File: config.mk
export PLATFORM = sky130hd
export DESIGN_NAME = sequenciador_execucao
export DESIGN_NICKNAME = d
export VERILOG_FILES = /design/src/rtl/sequenciador_execucao_pkg.sv /design/src/rtl/sequenciador_execucao_debounce_botao.sv /design/src/rtl/sequenciador_execucao.sv
export SDC_FILE = /design/constraint.sdc
export NUM_CORES = 1
export LEC_CHECK = 0
export CAP_MARGIN = 20
export CELL_PAD_IN_SITES_DETAIL_PLACEMENT = 0
export CELL_PAD_IN_SITES_GLOBAL_PLACEMENT = 2
export CORE_MARGIN = 2
export CORE_UTILIZATION = 30
export DETAILED_ROUTE_END_ITERATION = 16
export PLACE_DENSITY = 0.65
export SLEW_MARGIN = 20
export SYNTH_ARGS = -nofsm -noshare
export SYNTH_HDL_FRONTEND = slang
export SYNTH_SLANG_ARGS = --single-unit
File: constraint.sdc
create_clock -name CLOCKAUTO -period 6.7 [get_ports CLOCKAUTO]
set_input_delay 1.34 -clock CLOCKAUTO [delete_from_list [all_inputs] [get_ports CLOCKAUTO]]
set_output_delay 1.34 -clock CLOCKAUTO [all_outputs]
set_load 0.03 [all_outputs]
File: src/rtl/sequenciador_execucao_pkg.sv
// Shared definitions for the execution sequencer: FSM state encodings and
// default timing constants used by the top level and benches.
package sequenciador_execucao_pkg;

  typedef enum logic [1:0] {
    PARADO         = 2'b00,
    EXECUTANDO     = 2'b01,
    ESPERA_ENTRADA = 2'b10,
    PARADO_HALT    = 2'b11
  } estado_e;

  localparam int DIV_RUN_PADRAO  = 25000000;
  localparam int DEBOUNCE_PADRAO = 50000;

endpackage

File: src/rtl/sequenciador_execucao_debounce_botao.sv
// Push-button conditioning: 2-FF synchronizer, level debouncer and a one-shot
// pulse on each accepted press (stable 1 -> 0).
module debounce_botao
  import sequenciador_execucao_pkg::*;
#(
  parameter int DEBOUNCE_CYCLES = DEBOUNCE_PADRAO,
  parameter int DB_WIDTH        = 16
) (
  input  logic CLOCKAUTO,
  input  logic RESET,
  input  logic ENTER_N,
  output logic ENTER_PULSO
);

  localparam logic [DB_WIDTH-1:0] CNT_FIM = DB_WIDTH'(DEBOUNCE_CYCLES - 1);

  logic                sinc1_q, sinc2_q;
  logic [1:0]          valido_q;
  logic                estavel_q, estavel_d;
  logic                armado_q, armado_d;
  logic                pulso_d;
  logic [DB_WIDTH-1:0] cnt_q, cnt_d;

  // A press is only honoured once the button has been seen released after
  // reset, so a button held through reset cannot fire a spurious pulse.
  always_comb begin
    cnt_d     = '0;
    estavel_d = estavel_q;
    pulso_d   = 1'b0;
    armado_d  = armado_q | (valido_q[1] & sinc2_q);
    if (sinc2_q != estavel_q) begin
      if (cnt_q == CNT_FIM) begin
        estavel_d = sinc2_q;
        pulso_d   = ~sinc2_q & armado_q;
      end else begin
        cnt_d = cnt_q + DB_WIDTH'(1);
      end
    end
  end

  always_ff @(posedge CLOCKAUTO or posedge RESET) begin
    if (RESET) begin
      sinc1_q     <= 1'b1;
      sinc2_q     <= 1'b1;
      valido_q    <= 2'b00;
      estavel_q   <= 1'b1;
      armado_q    <= 1'b0;
      cnt_q       <= '0;
      ENTER_PULSO <= 1'b0;
    end else begin
      sinc1_q     <= ENTER_N;
      sinc2_q     <= sinc1_q;
      valido_q    <= {valido_q[0], 1'b1};
      estavel_q   <= estavel_d;
      armado_q    <= armado_d;
      cnt_q       <= cnt_d;
      ENTER_PULSO <= pulso_d;
    end
  end

endmodule

File: src/rtl/sequenciador_execucao.sv
// Execution sequencer: turns the free-running board clock into a one-cycle
// commit enable for the core (run / single-step / input stall / halt).
module sequenciador_execucao
  import sequenciador_execucao_pkg::*;
#(
  parameter int DIV_RUN         = DIV_RUN_PADRAO,
  parameter int DIV_WIDTH       = 25,
  parameter int DEBOUNCE_CYCLES = DEBOUNCE_PADRAO,
  parameter int DB_WIDTH        = 16
) (
  input  logic        CLOCKAUTO,
  input  logic        RESET,
  input  logic        ENTER_N,
  input  logic        MODO_RUN,
  input  logic        HALT,
  input  logic        PEDE_ENTRADA,
  output logic        CLOCK_EN,
  output logic        ENTRADA_OK,
  output logic        ENTER_PULSO,
  output logic [1:0]  ESTADO,
  output logic [31:0] CONTADOR_INSTR
);

  localparam logic [DIV_WIDTH-1:0] DIV_FIM = DIV_WIDTH'(DIV_RUN - 1);

  estado_e              estado_q, estado_d;
  logic [DIV_WIDTH-1:0] div_q, div_d;
  logic                 clock_en_q, clock_en_d;
  logic                 entrada_ok_q, entrada_ok_d;
  logic [31:0]          contador_q, contador_d;
  logic                 enter_pulso;
  logic                 tick;

  debounce_botao #(
    .DEBOUNCE_CYCLES(DEBOUNCE_CYCLES),
    .DB_WIDTH       (DB_WIDTH)
  ) u_debounce (
    .CLOCKAUTO  (CLOCKAUTO),
    .RESET      (RESET),
    .ENTER_N    (ENTER_N),
    .ENTER_PULSO(enter_pulso)
  );

  assign tick = (estado_q == EXECUTANDO) && (div_q == DIV_FIM);

  always_ff @(posedge CLOCKAUTO or posedge RESET) begin
    if (RESET) begin
      estado_q     <= PARADO;
      div_q        <= '0;
      clock_en_q   <= 1'b0;
      entrada_ok_q <= 1'b0;
      contador_q   <= '0;
    end else begin
      estado_q     <= estado_d;
      div_q        <= div_d;
      clock_en_q   <= clock_en_d;
      entrada_ok_q <= entrada_ok_d;
      contador_q   <= contador_d;
    end
  end

  // HALT overrides everything; PARADO_HALT is only left through RESET.
  always_comb begin
    estado_d = estado_q;
    if (HALT) begin
      estado_d = PARADO_HALT;
    end else begin
      case (estado_q)
        PARADO:         if (MODO_RUN) estado_d = EXECUTANDO;
        EXECUTANDO: begin
          if (!MODO_RUN)                estado_d = PARADO;
          else if (tick && PEDE_ENTRADA) estado_d = ESPERA_ENTRADA;
        end
        ESPERA_ENTRADA: if (enter_pulso) estado_d = MODO_RUN ? EXECUTANDO : PARADO;
        default:        estado_d = PARADO_HALT;
      endcase
    end
  end

  // Divider is held at zero outside EXECUTANDO, so every entry starts a full period.
  always_comb begin
    clock_en_d   = 1'b0;
    entrada_ok_d = 1'b0;
    div_d        = (estado_q == EXECUTANDO && !tick) ? div_q + DIV_WIDTH'(1) : '0;
    contador_d   = contador_q + 32'(clock_en_q);
    if (!HALT) begin
      case (estado_q)
        PARADO: begin
          if (!MODO_RUN && enter_pulso) begin
            clock_en_d   = 1'b1;
            entrada_ok_d = PEDE_ENTRADA;
          end
        end
        EXECUTANDO:     clock_en_d = MODO_RUN && tick && !PEDE_ENTRADA;
        ESPERA_ENTRADA: begin
          clock_en_d   = enter_pulso;
          entrada_ok_d = enter_pulso;
        end
        default: ;
      endcase
    end
  end

  assign CLOCK_EN       = clock_en_q;
  assign ENTRADA_OK     = entrada_ok_q;
  assign ENTER_PULSO    = enter_pulso;
  assign ESTADO         = estado_q;
  assign CONTADOR_INSTR = contador_q;

endmodule

## Word level (Yosys, flattened, before mapping)

Index checks and enable logic that the tools add are counted.

| storage, ports and cells | value |
|---|---|
| register bits | 84 |
| input port bits | 6 |
| output and inout port bits | 37 |
| word-level logic and storage cells | 57 |

| cells by class | value |
|---|---|
| add/subtract/negate cells | 3 |
| eq/ne operators | 8 |
| multiplexer cells | 18 |
| bitwise gates (word level) | 4 |
| reductions and logical operators | 12 |

Operators by type and width:

| kind | number |
|---|---|
| $add A32 B1 Y32 | 1 |
| $mux W16 | 2 |
| $add A25 B1 Y25 const B | 1 |
| $eq A25 B25 Y1 const B | 1 |
| $mux W25 | 1 |
| $add A16 B1 Y16 const B | 1 |
| $eq A16 B16 Y1 const B | 1 |
| $mux W2 | 5 |
| $mux W1 | 7 |
| $logic_and A1 B1 Y1 | 6 |
| $pmux W2 S3 | 1 |
| $ne A4 B3 Y1 const B | 1 |
| $logic_not A1 Y1 | 3 |
| $ne A3 B2 Y1 const B | 1 |
| $ne A3 B3 Y1 const B | 1 |
| $pmux W1 S3 | 1 |
| $reduce_and A3 Y1 | 1 |
| $and A1 B1 Y1 | 2 |
| $eq A2 B1 Y1 const B | 1 |
| $eq A2 B2 Y1 const B | 1 |
| $logic_not A2 Y1 | 1 |
| $pmux W1 S2 | 1 |
| $reduce_and A2 Y1 | 1 |
| $ne A1 B1 Y1 | 1 |
| 2 further kinds | 2 |

## Logic depth before layout (Yosys ltp)

| logic depth | value |
|---|---|
| depth in word-level cells | 7 |
| gate-level depth with buffers | 7 |
| gate-level depth less buffers | 6 |

## Cells and area by module

Synthesis repeated with hierarchy kept, for this count alone.

| second synthesis, totals | value |
|---|---|
| cell total of the unflattened synthesis | 373 |
| area, all modules | 3993.8 um^2 |

Modules (own cells, without submodules):

| module | times used | cells an instance | area an instance (um^2) |
|---|---|---|---|
| sequenciador_execucao | 1 | 281 | 2924.1 |
| debounce_botao | 1 | 92 | 1069.8 |

## Worst setup path before layout

OpenSTA, ideal clock, no wires.

| timing path | value |
|---|---|
| kind | reg-to-reg |
| start | register contador_q[0] (netlist: CONTADOR_INSTR[0]) |
| end | register contador_q[20] (netlist: CONTADOR_INSTR[20]) |
| library setup time | 0.134 ns |
| data arrival time | 2.026 ns |
| required time | 6.566 ns |
| setup slack | 4.540 ns |
| cell stages (with the launch flop) | 7 |
| buffers on the path | 0 |
| clock period less this slack | 2.160 ns |
| cell sequence | dfrtp_1 -> ha_1 -> ha_1 -> nand4_1 -> nor4_2 -> nand4_1 -> xnor2_1 |

| on the way | value |
|---|---|
| cells in the longest elaborated chain, start to end | 1 |

Ends and longest elaborated chain:

| element | line | text |
|---|---|---|
| from (decl) | sequenciador_execucao.sv:30 | `logic [31:0] contador_q, contador_d;` |
| from (signal assigned) | sequenciador_execucao.sv:58 | `contador_q <= contador_d;` |
| $add A32 B1 Y32 | sequenciador_execucao.sv:85 | `contador_d = contador_q + 32'(clock_en_q);` |
| via contador_d[20] | sequenciador_execucao.sv:30 |  |

The timed path passes the listed nets, and every way through them passes these cells.
A chain may end at the register's enable or synchronous reset.

## Worst setup path in the final report

| timing path | value |
|---|---|
| start | register contador_q[2] (netlist: CONTADOR_INSTR[2]) |
| end | output CONTADOR_INSTR[2] |

RTL lines:

| element | line | text |
|---|---|---|
| to (decl) | sequenciador_execucao.sv:21 | `output logic [31:0] CONTADOR_INSTR` |

No word-level cell between the ends.

==> run summary <==
PLACEMENT
------------------------------------------------------------------------------------------
Pre-CTS setup slack                                                                3.78 ns
Final weighted congestion of routability-driven global placement                     0.747
Total of buffers placed on input and output ports                                       42
Dpl hpwl                                                                           5770 um

POWER
------------------------------------------------------------------------------------------
PD cells                                                                        215 nW/um2
Worst voltage drop across the vdd grid                                          0.000102 V
Total Power Consumption                                                            1.04 mW
Leakage power summed over all cells                                                1.95 nW

CRITICAL PATH
------------------------------------------------------------------------------------------
CP required                                                                        5.36 ns
Worst flop-to-flop path startpoint                                                div_q[0]
Startpoint types                                                                 flip-flop
Worst Path Buf+Inv                                                                       1
Critical path cell sequence                                                   clkdlybuf4s50_1
Top Family by Delay on Critical Path                                          buffers and inverters
Worst setup path start                                                        CONTADOR_INSTR[2]
Worst Path Arrival                                                                 1.51 ns
Largest driver fanout on the critical path                                               7
Reg-to-reg setup timing slack                                                      4.10 ns
Worst setup path class                                                        flip-flop to output port
Endpoint kind of the worst setup timing path                                   output port
Slowest stage delay, CP                                                            0.72 ns
Critical path's slowest cell                                                  sky130_fd_sc_hd__clkdlybuf4s50_1

SYNTHESIS
------------------------------------------------------------------------------------------
Fraction of the mapped netlist area in compound gates                               0.0474
Mean post-synth cell area                                                         10.6 um2
Largest family of logic cells by synthesized area                             simple AND/OR/NAND/NOR gates
Number of distinct library cells after synthesis                                        38
Gate count after technology mapping                                                    370
Share of the synthesized area in the top cell type                                   0.519
EDFF count, synth                                                                        0
Synthesized-area fraction occupied by xor and xnor cells                             0.128
Syn nets                                                                               380
Summed instance area of the synthesized netlist                                   3910 um2
Fraction of registers with async set/reset                                            1.00
Sequential-to-total area share from yosys stat                                       0.539
Leading area contributor after synthesis                                      sky130_fd_sc_hd__dfrtp_1
Proportion of synthesized area in mux cells                                        0.00288
Share of synthesized cell area in full adder, half adder and majority cells         0.0128
Top FF cell, synth                                                            sky130_fd_sc_hd__dfrtp_1
Synthesis-stage register bit count                                                      84
Syn. warnings                                                                            0
Largest cells by area after synthesis                                         sky130_fd_sc_hd__dfrtp_1, sky130_fd_sc_hd__xnor2_1, sky130_fd_sc_hd__xor2_1, sky130_fd_sc_hd__nand3_1, sky130_fd_sc_hd__nand4_1
Share of synthesized cell area in and, or, nand and nor gates                        0.250

FLOW RUN
------------------------------------------------------------------------------------------
Max cap viols                                                                            0

FLOORPLANNING
------------------------------------------------------------------------------------------
Area of the die                                                                  14000 um2
Core ar.                                                                         12700 um2
Die Width                                                                           118 um
# rows                                                                                  41
Initial Utilization                                                                  0.308
Vertical die dimension                                                              118 um
Num ports                                                                               43

DETAILED ROUTING
------------------------------------------------------------------------------------------
Final routed wirelength across all metal layers                                    8420 um
Detailed-routing wirelength on met1                                                4020 um
Vias                                                                                  2907
Detailed-route vias per instance                                                      4.91
DR WL/cell                                                                         14.2 um
Max layer used                                                                        met4
DR DRC count                                                                             0
Met3 wire length                                                                    325 um
Amount of wire on met2 after detailed routing                                      3870 um
Antenna-violating nets left                                                              0
Router iterations before antenna repair                                                  4
Iter 0 DRT Violations                                                                  176

FINAL LAYOUT
------------------------------------------------------------------------------------------
Synthesis-to-finish area growth                                                      23.4%
Commonest non-fill, non-tap cells in the layout                               sky130_fd_sc_hd__dfrtp_1, sky130_fd_sc_hd__clkdlybuf4s50_1, sky130_fd_sc_hd__nor2_1
Final Net Count                                                                        425
Fraction of layout instances using a drive strength above 1                         0.0643
Count of filler cells inserted in the layout                                          1268
Number of antenna diodes                                                                 0
Most frequent standard cell in the layout excluding fill and tap cells        sky130_fd_sc_hd__dfrtp_1
Utilization of the core after routing                                                0.381

TIMING
------------------------------------------------------------------------------------------
Unrepaired setup endpoints after global routing                                         no
Final setup violation count                                                              0
Portion of the clock cycle consumed by the worst path in the final layout            0.425
Final critical-path setup slack                                                    3.85 ns
Slew HR                                                                              0.300
Pin slew with the least headroom to its limit                                      1.04 ns
Max-slew violation total from the final report                                           0
Hold Vio Cnt, Final                                                                      0
Summed negative setup slack over all endpoints                                        0 ns
Time the final worst path needs with I/O delays and setup                          2.85 ns
Final setup skew                                                                0.00670 ns
Post-route worst hold slack                                                       0.351 ns
Maximum operating frequency                                                        351 MHz

CTS
------------------------------------------------------------------------------------------
Post-cts sizing count                                                                    0
Worst-Skew Late Latency                                                            0.34 ns
Number of clock buffers inserted by TritonCTS                                            9
Clock tree from TritonCTS                                                              yes
Count of buffers added by post-CTS timing repair for setup                               0
CTS max path bufs                                                                        2
Clk sinks                                                                               84
Cell at the root of the clock tree                                            sky130_fd_sc_hd__clkbuf_16
Number of levels the H-tree was split into                                               3
Clock slew at reported path FFs                                                    0.06 ns
CTS Hold Buffers Added                                                                   0

GLOBAL ROUTE
------------------------------------------------------------------------------------------
GRT overflow                                                                             0
Initial antenna violation count                                                          0
Maximum number of pins on one net before global-route repair                            47
Total routing usage reported by global routing                                       0.127
Global-route wire length before repair                                            14300 um
Number of global-route vias before repair                                             2873

WORST HOLD PATH
------------------------------------------------------------------------------------------
Start point of the worst hold path                                            u_debounce.valido_q[0]
Worst min-delay path category                                                 flip-flop to flip-flop

STATUS
------------------------------------------------------------------------------------------
Status                                                                        complete, no violations

[synthesized netlist by cell type (all sizes together), types with 2 or more instances]
| master | instances |
|---|---|
| o31ai | 5 |
| xor2 | 26 |
| or4 | 8 |
| and4 | 9 |
| and2 | 8 |
| buf | 2 |
| xnor2 | 31 |
| and3 | 10 |
| dfstp | 3 |
| a21oi | 13 |
| nor2 | 32 |
| nor4b | 3 |
| nand2b | 2 |
| or3 | 6 |
| clkbuf | 8 |
| nand2 | 24 |
| inv | 9 |
| nor4 | 6 |
| nand3 | 31 |
| nand4 | 24 |
| dfrtp | 81 |
| ha | 4 |
| nor4bb | 2 |
| o21ai | 10 |
| nor3 | 5 |
[flip-flops by register name, indices dropped and copies added (netlist names)]
name                    flops
u_debounce.valido_q         2
u_debounce.estavel_q        1
u_debounce.cnt_q           16
div_q                      25
CONTADOR_INSTR             32
ENTRADA_OK                  1
u_debounce.armado_q         1
CLOCK_EN                    1
u_debounce.sinc2_q          1
u_debounce.sinc1_q          1
ESTADO                      2
u_debounce.ENTER_PULSO      1
[metal layers]
layer | GRT usage | vias up
li1 | - | 1408
met5 | 0 | -
met4 | 0.0655 | 0
met1 | 0.164 | 1430
met3 | 0.0237 | 12
met2 | 0.202 | 57
[path summary, 6_finish.rpt]
path | endpoint | depth (start not counted)
max | CONTADOR_INSTR[2] | 1
max reg2reg | div_q[22] | 6
min in group asynchronous | u_debounce.cnt_q[3] | 2
min | u_debounce.valido_q[1] | 0
max in group asynchronous | div_q[9] | 3
min reg2reg | u_debounce.valido_q[1] | 0
[metrics by stage]
| step | instances | cell area (um2) |
|---|---|---|
| 3_5_place_dp | 576 | 4520 |
| 4_1_cts | 592 | 4820 |
| 2_1_floorplan | 370 | 3910 |
| 3_3_place_gp | 576 | 4520 |
| 6_report | 592 | 4820 |
| 5_1_grt | 592 | 4820 |
[where the power goes]
group	internal [mW]	switching [mW]
registers	0.511	0.00205
clock network	0.300	0.206
logic	0.00520	0.0146
[final cells by class]
cell class                 count  area, um2  share of cell area
clock inverter                 5       61.3              0.0127
timing repair buffer          44        435              0.0903
multi-input combinational    267       1730               0.358
clock buffer                  11        243              0.0503
inverter                       9       35.0             0.00727
tap                          172        215              0.0446
sequential                    84       2110               0.437
[cell families (layout without fill, tap and decap cells)]
| family | after synthesis | after routing |
|---|---|---|
| simple gates | 172 | 172 |
| flops | 84 | 84 |
| xor+xnor | 57 | 57 |
| compound gates | 32 | 32 |
| buf+inv | 19 | 69 |
| fa+ha+maj | 4 | 4 |
| other cells | 1 | 1 |
| mux | 1 | 1 |
Note: power is estimated with default switching activity, not from simulation.
